[src/rtl/verificador_hash_pkg.sv]
// Shared definitions for the cache-line XOR hash checker and its write-side twin.
package verificador_hash_pkg;

    localparam int LARGURA_HASH = 8;

    typedef enum logic [1:0] {
        OCIOSO,
        ACUMULANDO,
        RESULTADO
    } estado_t;

    function automatic int calc_num_beats(input int largura_linha, input int largura_beat);
        return largura_linha / largura_beat;
    endfunction

endpackage

[src/rtl/verificador_hash_dobra_xor.sv]
// Folds one beat down to a hash byte by XOR of all its bytes; also used by the write-side generator.
module dobra_xor
    import verificador_hash_pkg::*;
#(
    parameter int LARGURA_BEAT = 64
) (
    input  logic [LARGURA_BEAT-1:0] dados_i,
    output logic [LARGURA_HASH-1:0] dobra_o
);

    always_comb begin
        dobra_o = '0;
        for (int k = 0; k < LARGURA_BEAT / LARGURA_HASH; k++) begin
            dobra_o = dobra_o ^ dados_i[LARGURA_HASH*k +: LARGURA_HASH];
        end
    end

endmodule

[src/rtl/verificador_hash.sv]
// Read-side line hash checker: folds streamed beats into a running XOR and
// compares it with the hash captured alongside beat 0.
module verificador_hash
    import verificador_hash_pkg::*;
#(
    parameter int LARGURA_LINHA = 512,
    parameter int LARGURA_BEAT  = 64
) (
    input  logic                    clk,
    input  logic                    rst_n,
    input  logic                    entrada_valida,
    output logic                    entrada_pronta,
    input  logic [LARGURA_BEAT-1:0] entrada_dados,
    input  logic                    entrada_ultimo,
    input  logic [LARGURA_HASH-1:0] hash_esperado,
    output logic                    saida_valida,
    input  logic                    saida_pronta,
    output logic [LARGURA_HASH-1:0] hash_calculado,
    output logic                    hash_ok,
    output logic                    erro_enquadramento
);

    localparam int NUM_BEATS = calc_num_beats(LARGURA_LINHA, LARGURA_BEAT);
    localparam int CONT_W    = (NUM_BEATS > 1) ? $clog2(NUM_BEATS) : 1;

    estado_t                 estado_q;
    logic [LARGURA_HASH-1:0] acc_q;
    logic [LARGURA_HASH-1:0] esperado_q;
    logic [CONT_W-1:0]       cont_q;
    logic                    saida_valida_q;
    logic [LARGURA_HASH-1:0] hash_calculado_q;
    logic                    hash_ok_q;
    logic                    erro_q;

    logic [LARGURA_HASH-1:0] dobra;
    logic [LARGURA_HASH-1:0] acc_d;
    logic [LARGURA_HASH-1:0] esperado_d;
    logic [CONT_W-1:0]       cont_d;
    logic                    aceita;
    logic                    ultimo_indice;
    logic                    termina;
    logic                    erro_d;

    dobra_xor #(
        .LARGURA_BEAT(LARGURA_BEAT)
    ) u_dobra (
        .dados_i (entrada_dados),
        .dobra_o (dobra)
    );

    assign entrada_pronta = (estado_q != RESULTADO);
    assign aceita         = entrada_valida && entrada_pronta;

    // Beat 0 restarts the accumulator and captures the expected hash; later beats fold in.
    always_comb begin
        acc_d         = acc_q ^ dobra;
        esperado_d    = esperado_q;
        cont_d        = cont_q + 1'b1;
        ultimo_indice = (cont_q == CONT_W'(NUM_BEATS - 1));
        if (estado_q == OCIOSO) begin
            acc_d         = dobra;
            esperado_d    = hash_esperado;
            cont_d        = CONT_W'(1);
            ultimo_indice = (NUM_BEATS == 1);
        end
        termina = entrada_ultimo || ultimo_indice;
        erro_d  = (entrada_ultimo != ultimo_indice);
    end

    always_ff @(posedge clk or negedge rst_n) begin
        if (!rst_n) begin
            estado_q         <= OCIOSO;
            acc_q            <= '0;
            esperado_q       <= '0;
            cont_q           <= '0;
            saida_valida_q   <= 1'b0;
            hash_calculado_q <= '0;
            hash_ok_q        <= 1'b0;
            erro_q           <= 1'b0;
        end else begin
            case (estado_q)
                OCIOSO, ACUMULANDO: begin
                    if (aceita) begin
                        acc_q      <= acc_d;
                        esperado_q <= esperado_d;
                        cont_q     <= cont_d;
                        if (termina) begin
                            estado_q         <= RESULTADO;
                            saida_valida_q   <= 1'b1;
                            hash_calculado_q <= acc_d;
                            erro_q           <= erro_d;
                            hash_ok_q        <= (acc_d == esperado_d) && !erro_d;
                        end else begin
                            estado_q <= ACUMULANDO;
                        end
                    end
                end
                RESULTADO: begin
                    if (saida_pronta) begin
                        estado_q       <= OCIOSO;
                        saida_valida_q <= 1'b0;
                    end
                end
                default: estado_q <= OCIOSO;
            endcase
        end
    end

    assign saida_valida       = saida_valida_q;
    assign hash_calculado     = hash_calculado_q;
    assign hash_ok            = hash_ok_q;
    assign erro_enquadramento = erro_q;

endmodule

[config.mk]
export PLATFORM = sky130hd
export DESIGN_NAME = verificador_hash
export DESIGN_NICKNAME = d
export VERILOG_FILES = /design/src/rtl/verificador_hash_pkg.sv /design/src/rtl/verificador_hash_dobra_xor.sv /design/src/rtl/verificador_hash.sv
export SDC_FILE = /design/constraint.sdc
export NUM_CORES = 1
export LEC_CHECK = 0
export ABC_AREA = 1
export BUFFER_PORTS_ARGS = -buffer_cell sky130_fd_sc_hd__buf_2
export CORE_ASPECT_RATIO = 1.1
export CORE_MARGIN = 2
export CORE_UTILIZATION = 56
export DETAILED_ROUTE_END_ITERATION = 10
export PLACE_DENSITY = 0.89
export SLEW_MARGIN = 30
export SYNTH_ARGS = -nofsm -noshare
export SYNTH_HDL_FRONTEND = slang
export SYNTH_HIERARCHICAL = 1
export SYNTH_SLANG_ARGS = --single-unit
[constraint.sdc]
create_clock -name clk -period 2.88 [get_ports clk]
set_input_delay 0.144 -clock clk [delete_from_list [all_inputs] [get_ports clk]]
set_output_delay 0.144 -clock clk [all_outputs]
set_load 0.05 [all_outputs]
==> flow_summary_export.csv <==
group,metric,value,unit
synthesis,syn_area_per_cell,5.97,µm²
synthesis,synth.mux.area_fraction,0,%
critical_path,crit_cells,9,
place,globalplace.congestion,0.867,
timing,min_period,1.96,ns
timing,slew-limit-headroom,48.2,%
floorplanning,dieArea,5770,µm²
timing,finalMaxSlewViolations,0,
floorplanning,die_w,72.6,µm
drt,drtIter0Drc,169,
global_route,grt_start_max_net_pins,34,
synthesis,synth_top_cell_by_area,"dfrtp_1",
power_and_ir_drop,powerDensity,575,nW/µm²
final_layout,final_nets,655,
synthesis,postSynthCellCount,486,
power_and_ir_drop,p_comb_share,49.1,%
final_layout,n_antenna_cell,0,
global_route,grt_pass1_wl,10900,µm
drt,drtPass1Iterations,4,
floorplanning,ios,89,
drt,wire_per_inst,9.86,µm
critical_path,critPathMaxStageDelay,0.47,ns
synthesis,synth_xor_area_share,3.62,%
drt,drc_errors,0,
power_and_ir_drop,p_sw_share,45.8,%
critical_path,crit_type,"reg -> reg",
critical_path,rr_worst_depth,9,
critical_path,arrival,2.13,ns
synthesis,yosysWarnings,6,
drt,vias,3115,
synthesis,synth_area_leaders,"dfrtp_1 (28%), nand2_1 (27%), inv_1 (11%)",
synthesis,syn_area,2900,µm²
final_layout,fill_cells,472,
global_route,antenna_found_initial,0,
drt,wl_met1,2460,µm
critical_path,cp_max_fo,26,
cts,postCtsSetupBuffers,0,
cts,path_clk_slew,0.06,ns
power_and_ir_drop,p_sw,909,µW
critical_path,path_cells,"inv_2 -> nand2_4 -> nand2_1 -> ha_1 -> nor2_1 -> inv_2 -> nand2_1 -> inv_1 -> o21bai_2",
cts,clk_path_buf_depth,2,
floorplanning,core-area,5000,µm²
critical_path,cp-end-kind,"flop",
drt,ant_nets,0,
power_and_ir_drop,leakagePower,2.22,nW
critical_path,ff2ff_setup_slack,0.92,ns
outcome,status,"finished, final reports clean",
synthesis,syn_nets,566,
synthesis,synthAdderAreaFrac,1.29,%
final_layout,stdcell_count,633,
timing,max_slew.worst_pin.slew,0.777,ns
timing,setup_viol,0,
place,placed_cells,625,
power_and_ir_drop,total_power,1.99,mW
power_and_ir_drop,clkPwrFrac,16.5,%
global_route,grt_usage,23.3,%
critical_path,crit_start,"estado_q[0]",
drt,met3WireLength,347,µm
place,dpl.hpwl,5090,µm
critical_path,path_buf_inv,3,
timing,hold_viol_final,0,
critical_path,r2r-end,"hash_ok",
global_route,globalRoute.totalOverflow,0,
floorplanning,start_util,58.0,%
final_layout,regArea,801,µm²
power_and_ir_drop,sequentialPowerShare,34.5,%
min_path,min_path_type,"in -> reg",
cts,cts_buffers,5,
final_layout,multi_input_area,1680,µm²
power_and_ir_drop,intPower,1.08,mW
timing,fin_tns_setup,0,ns
cts,root_buffer,"clkbuf_8",
critical_path,cp_top_family,"simple AND/OR/NAND/NOR gates",
synthesis,synth_compound_area_share,6.68,%
drt,route.met2.wl,3340,µm
timing,period_share,68.1,%
cts,cts_resized,0,
cts,insertion_delay,0.28,ns
cts,cts_tree,"yes",
cts,cts_sinks,32,
floorplanning,die_h,79.5,µm
critical_path,r2r_start,"estado_q[0]",
timing,finalClockSkew,0.00567,ns
global_route,grt_pass1_vias,2950,
final_layout,drive_gt1_share,24.2,%
synthesis,yosysUniqueCellTypes,25,
drt,via_per_inst,4.92,
synthesis,yosysSeqAreaShare,27.6,%
drt,routed_wl,6240,µm
critical_path,cp_slowest_cell,"dfrtp_1",
timing,rsz0062_at_grt,"false",
floorplanning,row_count,27,
synthesis,synth_top_family_by_area,"simple AND/OR/NAND/NOR gates",
critical_path,crit_path_end,"hash_ok",
final_layout,syn_to_final_growth,19.0,%
synthesis,synth-seq-cells,32,
critical_path,required,3.05,ns
power_and_ir_drop,vdd_drop_max,0.402,mV
cts,ctsHoldBuffers,1,
run,maxCapViolCount,0,
drt,highest_layer,"met4",
critical_path,start_kind,"flop",
place,portBuffers,88,
cts,htreeDepth,2,
synthesis,synth_simple_gate_area_share,46.4,%
timing,max_freq,510,MHz
synthesis,synth_top_cell_area_share,27.6,%
-- sequential cells by signal (all words and copies together) (netlist names) --
register,cells
erro_enquadramento,1
hash_calculado,8
hash_ok,1
saida_valida,1
estado_q,2
acc_q,8
esperado_q,8
cont_q,3
-- cell type report --
class | count | area share, %
Clock inverter | 1 | 0.145
Inverter | 96 | 10.4
Multi-Input combinational cell | 350 | 48.7
Clock buffer | 6 | 2.10
Tap cell | 58 | 2.10
Timing Repair Buffer | 90 | 13.3
Sequential cell | 32 | 23.2
-- how the worst min path moves through the flow --
stage                 startpoint           to  slack (ns)  cells past startpoint
finish              saida_pronta  estado_q[1]        0.15                      3
global route        saida_pronta  estado_q[1]        0.17                      3
CTS                 saida_pronta  estado_q[1]        0.15                      3
detailed placement         rst_n    cont_q[0]        0.23                      1
global placement           rst_n    cont_q[0]        0.23                      1
floorplan                  rst_n     acc_q[0]       -0.15                      0
-- cells by family after synthesis --
logic type                 count (synthesis)
and+or+nand+nor                          298
DFF                                       32
xor gates and xnor gates                  12
AOI/OAI and AO/OA                         37
buffers and inverters                    104
adders and majority gates                  3
-- power by group through the flow --
stage | sequential (mW) | clock (mW) | combinational [mW]
after floorplan | 0.838 | 0 | 0.592
after global placement | 0.684 | 0 | 0.935
after detailed placement | 0.691 | 0 | 0.973
after CTS | 0.683 | 0.330 | 0.977
after global routing | 0.705 | 0.352 | 1.10
final | 0.684 | 0.327 | 0.974
-- cells in the mapped netlist --
cell and instances:
nand3_2 17, o21bai_2 1, or2_2 2, o21ai_0 32
nand3b_1 9, buf_4 1, xor2_1 8, a21oi_1 1
inv_2 13, and2_1 1, nor2_1 9, xnor2_1 4
nor2_2 1, inv_1 83, nand2_1 211, nand2_2 9
nand2_4 1, buf_6 3, dfrtp_1 32, buf_2 1
ha_1 3, a21o_1 1, nand3_1 38, clkbuf_1 3
o21ai_1 2
-- stage by stage --
step / hold WS (ns) / area (µm²) / setup WS (ns) / util, %
global placement: 0.228 / 3360 / 1.03 / 67.3
global route: 0.165 / 3450 / 0.712 / 69.0
finish: 0.155 / 3450 / 0.918 / 69.0
detailed placement: 0.233 / 3360 / 0.946 / 67.3
CTS: 0.149 / 3450 / 0.931 / 69.0
floorplan: -0.152 / 2900 / 1.20 / -
-- placed cells by master (no fill, tap or decap), types with 2 or more instances in the layout --
master / netlist / layout
nand2_1: 211 / 211
buf_2: 1 / 88
inv_1: 83 / 83
nand3_1: 38 / 38
o21ai_0: 32 / 32
dfrtp_1: 32 / 32
nand3_2: 17 / 17
inv_2: 13 / 13
nor2_1: 9 / 9
nand3b_1: 9 / 9
nand2_2: 9 / 9
xor2_1: 8 / 8
clkbuf_8: 0 / 5
xnor2_1: 4 / 4
ha_1: 3 / 3
or2_2: 2 / 2
o21ai_1: 2 / 2
-- per-layer routing --
| metal | vias up | track usage, % |
|---|---|---|
| met3 | 9 | 5.18 |
| met2 | 77 | 45.7 |
| met4 | 0 | 7.22 |
| met5 | - | 0 |
| met1 | 1381 | 23.8 |
| li1 | 1648 | - |
-- worst min-delay path, stage by stage --
cell and delay [ns]:
buf_2 0.07, or2_2 0.12, nand2_1 0.05
No activity file was read; power rests on OpenSTA's default activity.
